$ cat config.mk
export PLATFORM = sky130hd
export DESIGN_NAME = p_to_s_converter
export DESIGN_NICKNAME = d
export VERILOG_FILES = /design/src/rtl/p2s_pkg.sv /design/src/rtl/p2s_frame_reg.sv /design/src/rtl/p2s_to_s_converter_top.sv
export SDC_FILE = /design/constraint.sdc
export NUM_CORES = 2
export LEC_CHECK = 0
export ABC_AREA = 1
export BUFFER_PORTS_ARGS = -buffer_cell sky130_fd_sc_hd__buf_2
export CORE_ASPECT_RATIO = 1.4
export CORE_MARGIN = 1
export CORE_UTILIZATION = 30
export DETAILED_ROUTE_END_ITERATION = 6
export GPL_TIMING_DRIVEN = 0
export SYNTH_ARGS = -nofsm -noshare
export SYNTH_HDL_FRONTEND = slang
export SYNTH_SLANG_ARGS = --single-unit
$ cat constraint.sdc
create_clock -name clk -period 152.9 [get_ports clk]
set_input_delay 15.29 -clock clk [delete_from_list [all_inputs] [get_ports clk]]
set_output_delay 15.29 -clock clk [all_outputs]
set_load 0.05 [all_outputs]
$ cat src/rtl/p2s_pkg.sv
// p2s_pkg: shared types for the parallel-to-serial converter.
//   word_t       one 32-bit data word
//   WORD_W       word width in bits
//   p2s_state_t  buffer occupancy state: EMPTY (no frame), SHIFT (active frame
//                draining), FULL (active draining, next frame parked in hold)
package p2s_pkg;
    localparam int WORD_W = 32;
    typedef logic [WORD_W-1:0] word_t;
    typedef enum logic [1:0] {P2S_EMPTY, P2S_SHIFT, P2S_FULL} p2s_state_t;
endpackage

$ cat src/rtl/p2s_frame_reg.sv
// p2s_frame_reg: one frame of PARALLEL_LENGTH words with a load enable.
// Holds pure data, so it carries no reset.
//   clk  in   clock
//   ld   in   load d into q on this edge
//   d    in   [0:PARALLEL_LENGTH-1][WORD_W-1:0] frame to store
//   q    out  [0:PARALLEL_LENGTH-1][WORD_W-1:0] stored frame
module p2s_frame_reg
    import p2s_pkg::*;
#(
    parameter int PARALLEL_LENGTH = 32
) (
    input  logic                                   clk,
    input  logic                                   ld,
    input  logic [0:PARALLEL_LENGTH-1][WORD_W-1:0] d,
    output logic [0:PARALLEL_LENGTH-1][WORD_W-1:0] q
);

    always_ff @(posedge clk) begin
        if (ld) begin
            q <= d;
        end
    end

endmodule

$ cat src/rtl/p2s_to_s_converter_top.sv
// p_to_s_converter: takes a whole frame of PARALLEL_LENGTH words in one cycle
// and emits it as SERIAL_LENGTH words per beat, word 0 first. An active frame
// drains while a second frame may wait in a hold slot.
// Optional feature: define P2S_OVF_EN to add the sticky ovf output, set on the
// cycle after a frame is offered while ordy is low, cleared only by rst.
//   clk    in   clock, all logic on posedge
//   rst    in   synchronous active-high reset
//   ien    in   input frame valid (accepted when ien & ordy)
//   idata  in   [0:PARALLEL_LENGTH-1][31:0] input frame
//   ordy   out  ready for a frame (hold slot empty)
//   oen    out  output beat valid
//   odata  out  [0:SERIAL_LENGTH-1][31:0] output beat
//   olast  out  last beat of a frame
//   irdy   in   downstream ready (beat moves when oen & irdy)
//   ovf    out  sticky overflow flag (P2S_OVF_EN only)
module p_to_s_converter
    import p2s_pkg::*;
#(
    parameter int SERIAL_LENGTH   = 1,
    parameter int PARALLEL_LENGTH = 32
) (
    input  logic                                   clk,
    input  logic                                   rst,
    input  logic                                   ien,
    input  logic [0:PARALLEL_LENGTH-1][WORD_W-1:0] idata,
    output logic                                   ordy,
    output logic                                   oen,
    output logic [0:SERIAL_LENGTH-1][WORD_W-1:0]   odata,
    output logic                                   olast,
    input  logic                                   irdy
`ifdef P2S_OVF_EN
    ,
    output logic                                   ovf
`endif
);

    localparam int BEATS     = PARALLEL_LENGTH / SERIAL_LENGTH;
    localparam int CNT_W     = $clog2(BEATS) + 1;
    localparam int BEAT_BITS = SERIAL_LENGTH * WORD_W;
    localparam int FRAME_BITS = PARALLEL_LENGTH * WORD_W;

    if ((PARALLEL_LENGTH % SERIAL_LENGTH) != 0) begin : g_bad_len
        $error("p_to_s_converter: PARALLEL_LENGTH must be a multiple of SERIAL_LENGTH");
    end

    p2s_state_t        state_q, state_d;
    logic [CNT_W-1:0]  cnt_q, cnt_d;
    logic              act_ld, hold_ld, act_from_hold;
    logic              beat, last;
    logic [0:PARALLEL_LENGTH-1][WORD_W-1:0] active_q, hold_q, active_d;
    logic [FRAME_BITS-1:0] frame_sh;
    logic [31:0]           shamt;

    // Outputs decode from registered state only.
    assign oen   = (state_q != P2S_EMPTY);
    assign ordy  = (state_q != P2S_FULL);
    assign last  = (cnt_q == CNT_W'(BEATS - 1));
    assign olast = oen & last;
    assign beat  = oen & irdy;

    // Word 0 sits at the MSB end of the packed frame, so shifting left by
    // cnt beats brings the current beat to the top.
    assign shamt    = 32'(cnt_q) * 32'(BEAT_BITS);
    assign frame_sh = active_q << shamt;
    assign odata    = frame_sh[FRAME_BITS-1 -: BEAT_BITS];

    assign active_d = act_from_hold ? hold_q : idata;

    p2s_frame_reg #(.PARALLEL_LENGTH(PARALLEL_LENGTH)) u_active (
        .clk (clk),
        .ld  (act_ld),
        .d   (active_d),
        .q   (active_q)
    );

    p2s_frame_reg #(.PARALLEL_LENGTH(PARALLEL_LENGTH)) u_hold (
        .clk (clk),
        .ld  (hold_ld),
        .d   (idata),
        .q   (hold_q)
    );

    always_comb begin
        state_d       = state_q;
        cnt_d         = cnt_q;
        act_ld        = 1'b0;
        hold_ld       = 1'b0;
        act_from_hold = 1'b0;
        case (state_q)
            P2S_EMPTY: begin
                if (ien) begin
                    act_ld  = 1'b1;
                    cnt_d   = '0;
                    state_d = P2S_SHIFT;
                end
            end
            P2S_SHIFT: begin
                if (beat && !last) begin
                    cnt_d = cnt_q + 1'b1;
                    // ordy is high here, so a frame offered mid-drain is parked.
                    if (ien) begin
                        hold_ld = 1'b1;
                        state_d = P2S_FULL;
                    end
                end else if (beat) begin
                    cnt_d = '0;
                    if (ien) begin
                        act_ld = 1'b1;   // gapless hand-over to the next frame
                    end else begin
                        state_d = P2S_EMPTY;
                    end
                end else if (ien) begin
                    hold_ld = 1'b1;
                    state_d = P2S_FULL;
                end
            end
            P2S_FULL: begin
                if (beat && !last) begin
                    cnt_d = cnt_q + 1'b1;
                end else if (beat) begin
                    act_ld        = 1'b1;
                    act_from_hold = 1'b1;
                    cnt_d         = '0;
                    state_d       = P2S_SHIFT;
                end
            end
            default: begin
                state_d = P2S_EMPTY;
                cnt_d   = '0;
            end
        endcase
    end

    always_ff @(posedge clk) begin
        if (rst) begin
            state_q <= P2S_EMPTY;
            cnt_q   <= '0;
        end else begin
            state_q <= state_d;
            cnt_q   <= cnt_d;
        end
    end

`ifdef P2S_OVF_EN
    always_ff @(posedge clk) begin
        if (rst) begin
            ovf <= 1'b0;
        end else if (ien && !ordy) begin
            ovf <= 1'b1;
        end
    end
`endif

endmodule

* After elaboration in Yosys (flattened, before gate mapping)
Cells that the tools add are included.
W data, S select, Z words.
** Operators by class
- Reductions and logical operators :: 7
- Shift-type cells :: 1
- Equal/unequal tests :: 9
- Bitwise gates (word level) :: 2
- Add/sub/neg operators :: 1
- Multiplexer cells :: 23
** Operator list (count)
- $mux W1024 :: 1
- $shl A1024 B11 Y1024 :: 1
- $mux W6 :: 3
- $mux W2 :: 7
- $pmux W6 S2 :: 1
- $mux W1 :: 9
- $ne A2 B2 Y1 const B :: 4
- $add A6 B1 Y6 const B :: 1
- $eq A6 B5 Y1 const B :: 1
- $pmux W2 S3 :: 1
- $ne A4 B4 Y1 const B :: 1
- $reduce_and A4 Y1 :: 1
- $ne A3 B1 Y1 const B :: 1
- $pmux W1 S3 :: 1
- $and A1 B1 Y1 :: 2
- $eq A2 B1 Y1 const B :: 1
- $eq A2 B2 Y1 const B :: 1
- $logic_not A2 Y1 :: 1
- $reduce_and A2 Y1 :: 1
- $reduce_bool A2 Y1 :: 1
- $reduce_or A2 Y1 :: 1
- $logic_and A1 B1 Y1 :: 1
- $logic_not A1 Y1 :: 1
** Word-level totals
- Word-level logic and storage cells :: 109
- Register bits :: 2056
- Input port bits :: 1028
- Output and inout bits :: 35

* Longest topological paths before layout
- Depth in word-level cells :: 6
- Gate-level depth with buffers :: 13
- Depth with buffers taken out :: 11

* Cells and area by module
Synthesis repeated with hierarchy kept, for this count alone.
** Second synthesis, totals
- Cells, all modules :: 6659
- Area, all modules :: 88775.1 µm²
** By module, submodules not included
- p2s_frame_reg :: instances 2, sequential area each 30749.5 µm², cells an instance 1024, area an instance 30749.5 µm²
- p_to_s_converter :: instances 1, sequential area each 160.2 µm², cells an instance 4611, area an instance 27276.2 µm²

* Least setup slack after synthesis
No wires, ideal clock.
- Kind :: input port to flip-flop
- Start point :: input irdy
- End point :: register u_hold.q[0] (netlist bit) (enable)
- Path buffers :: 0
- Stages :: 5
- Library setup time :: 2.446 ns
- Arrival :: 58.043 ns
- Slack :: 92.411 ns
- Data required time :: 150.454 ns
- Cell sequence :: nand2_1 > inv_1 > nand2_1 > nand2_1 > nor2_1
** On the way
- Word-level cells in the longest chain between the ends :: 4
- Elaborated cells on any way between the ends :: 5
- Those cells by class :: mux: 3; bitwise: 1; reduce/logical: 1
** Ends and longest elaborated chain
- start, declared :: line p2s_to_s_converter_top.sv:30 : input logic irdy
- $and A1 B1 Y1 (*) :: line p2s_to_s_converter_top.sv:59 : assign beat = oen & irdy;
- $mux W1 / $logic_and A1 B1 Y1 (equally long branches) :: line p2s_to_s_converter_top.sv:105, p2s_to_s_converter_top.sv:98
- $mux W1 (*) :: line p2s_to_s_converter_top.sv:98 : if (beat && !last) begin
- $mux W1 (*) :: line p2s_to_s_converter_top.sv:89 : case (state_q)
- net hold_ld :: line p2s_to_s_converter_top.sv:48 : logic act_ld, hold_ld, act_from_hold;
- end signal, assigned :: line p2s_frame_reg.sv:20 : q <= d;
- end, declared :: line p2s_frame_reg.sv:15 : output logic [0:PARALLEL_LENGTH-1][WORD_W-1:0] q
The timed path passes the listed nets; every way through them passes the cells marked *.
A chain may end at the register's enable or synchronous reset.

==> results.md <==
* Largest net degree at the start of global routing at 132
* Synth Instances at 6661
* CTS buffer count at 212
* Die Y at 646 um
* Outcome: finished clean
* CTS tree: done
* Count of different cell masters after synthesis at 23
* CP Max Fanout at 10
* CTS H-tree depth at 4
* GRT Overall Usage at 22.6%
* # clock sinks at 2056
* Number of max-cap violations at 0
* Layout cell share with drive strength beyond 1 at 32.0%
* CP Class: reg -> out
* Slew Limit Fails at 0
* Worst Hold Class: reg -> reg
* DIE AREA at 298000 um2
* Final Critical Period at 20350 ps
* Clock skew at 79.4 ps
* Critical Path Sink Type: output pin
* Initial Util at 30.2%
* Post-Syn Area at 88800 um2
* Post-DR vias/cell at 4.70
* Top cells by area, synth: edfxtp_1, mux2_2, nand2_1
* Leak pwr at 43.6 nW
* Critical path cell sequence: buf_2, inv_2, clkbuf_2, buf_2, nand2_1, nand3_1, nand3_1, nand3_1, nand2_1, nand2_1, nand2_1, buf_2
* I/O pin cnt at 1063
* Tcrit/Tclk final at 13.3%
* Buf/Inv on CP at 5
* Share of the synthesized area in the top cell type at 69.3%
* DRC at 0
* Least-Margin Pin Slew at 1370 ps
* Placed Area at 100000 um2
* Skew-Pair Late Insertion Delay at 910 ps
* Unrepaired setup endpoints after global routing: false
* Largest delay share family, worst path: buffers and inverters
* Post_cts resized at 0
* Global-route wire length before repair at 461 mm
* CTS clock-pin slew for the worst setup and hold paths at 70 ps
* Slowest cell delay on critical path at 740 ps
* Core Area at 293000 um2
* Number of synthesized flops with an enable pin at 2048
* Yosys reg bits at 2056
* Post-synth top area cell: edfxtp_1
* Detailed Route WL at 347 mm
* # fillers at 28600
* Peak Freq at 0.0491 GHz
* Detail Route Antenna Nets at 0
* Fin. Hold Viols at 0
* Setup violations, final at 0
* Most used cell, CP: nand2_1
* Nets at 9023
* Post-synth top cells: edfxtp_1, nand2_1, inv_1
* GRT overflow at 0
* Synth Area per Inst at 13.3 um2
* Die width at 462 um
* Hold buffer count at CTS at 0
* Wirelength per Cell at 28.4 um
* Port Buf Inserts at 1062
* Initial antenna violation count at 237
* Final Cell Area at 107000 um2
* Vias in the first global route at 56900
* DR vias at 57300
* CP Data Required Time at 137610 ps
* Crit-path slowest cell: clkbuf_2
* Iter 0 DRT Violations at 5206
* Yosys warns at 0
* P&R area growth vs syn at 20.8%
* Max-slew headroom at 8.70%
* Sum Neg Setup Slack at 0 ps
* Crit path DAT at 5060 ps
* # Post-CTS Setup Buffers at 0
* GP Congestion at 0.912
* Crit start category: register
* Synthesized net count at 7695
* VDD IR max at 0.0000102 V
* Main flop type after synthesis: edfxtp_1
* Reg-to-reg setup timing slack at 147870 ps
* Sequential area share after synthesis at 69.5%
* Longest Clk Path Bufs at 4
* Asr flop ratio synth at 0%
* Pwr dens at 14.2 nW/um2
* Count leader, synth: edfxtp_1
* Row cnt at 235
* DP HPWL at 274 mm
* Clk root buf: clkbuf_16
* Drt first pass iters at 6
[cells in the final DEF, fill, tap and decap left out, types with 9 or more instances in the layout]
master         n
clkinvlp_4    15
clkbuf_16    212
clkbuf_2       9
nand2_1     1785
diode_2      133
nor2_1        13
buf_16        21
nand3_1      582
edfxtp_1    2048
bufinv_16     16
inv_1        848
mux2_4       249
mux2_2       775
clkinv_1      38
buf_12        30
inv_6         10
buf_2       1188
buf_1         22
clkbuf_1     187
buf_6         29
clkinv_2      31
[report_power, final]
| part | internal, mW | total [mW] | switching [mW] |
|---|---|---|---|
| logic | 0.0667 | 0.258 | 0.191 |
| registers | 0.726 | 0.747 | 0.0206 |
| clock network | 0.284 | 0.519 | 0.235 |
| total | 1.08 | 1.52 | 0.447 |
[registers in the layout, indices dropped and copies added (netlist names)]
name / flops
state_q: 2
u_active.q: 1024
u_hold.q: 1024
cnt_q: 6
[worst register-to-register path, delay by kind of cell, from the launching register on]
family / cells / cell delay (ps)
compound gates: 1 / 320
fa+ha+maj: 1 / 280
simple gates: 2 / 180
flops: 1 / 420
buf+inv: 11 / 3380
[per-layer routing]
layer  share of wire (%)  GRT usage [%]
met2                  49           38.5
met5                0.19              0
met3                 7.2           4.62
met4                 6.7           13.7
met1                  37           26.0
[metrics by stage]
stage | power (mW) | hold WS (ps) | utilization, % | worst slack, ps | std cells
floorplan | 1.02 | 471 | - | 92410 | 6661
global placement | 1.22 | 498 | 33.7 | 67640 | 11600
detailed placement | 1.02 | 520 | 34.1 | 133240 | 11700
CTS | 1.54 | 507 | 36.4 | 132230 | 12100
global route | 1.58 | 523 | 36.5 | 132350 | 12100
finish | 1.52 | 509 | 36.5 | 132550 | 12200
[layout make-up]
type	instances	area (um2)	share of cell area, %
Tap cell	3910	4890	4.56
Sequential cell	2056	61700	57.5
Timing Repair Buffer	1114	6510	6.07
Inverter	851	3200	2.99
Multi-Input combinational cell	3429	22300	20.8
Clock inverter	123	1200	1.12
Antenna cell	133	333	0.310
Buffer	325	1610	1.50
Clock buffer	260	5490	5.12
[path summary, 6_finish.rpt]
kind	cells past startpoint	from	end
max reg2reg	15	state_q[1]$_SDFFE_PP0P_	u_active.q[399]$_DFFE_PP_
min reg2reg	1	u_hold.q[764]$_DFFE_PP_	u_active.q[764]$_DFFE_PP_
max	12	cnt_q[0]$_SDFFE_PP0P_	odata[14]
min	1	u_hold.q[764]$_DFFE_PP_	u_active.q[764]$_DFFE_PP_
[cells by family after synthesis]
family	count (synthesis)	synth area share (%)
AND/OR/NAND/NOR	2389	10.9
flip-flops	2056	69.5
buffers and inverters	1176	5.40
multiplexers	1024	14.0
AO/OA/AOI/OAI	10	0.0620
adder cells (fa/ha/maj)	6	0.0846
No activity file was read; power rests on OpenSTA's default activity.
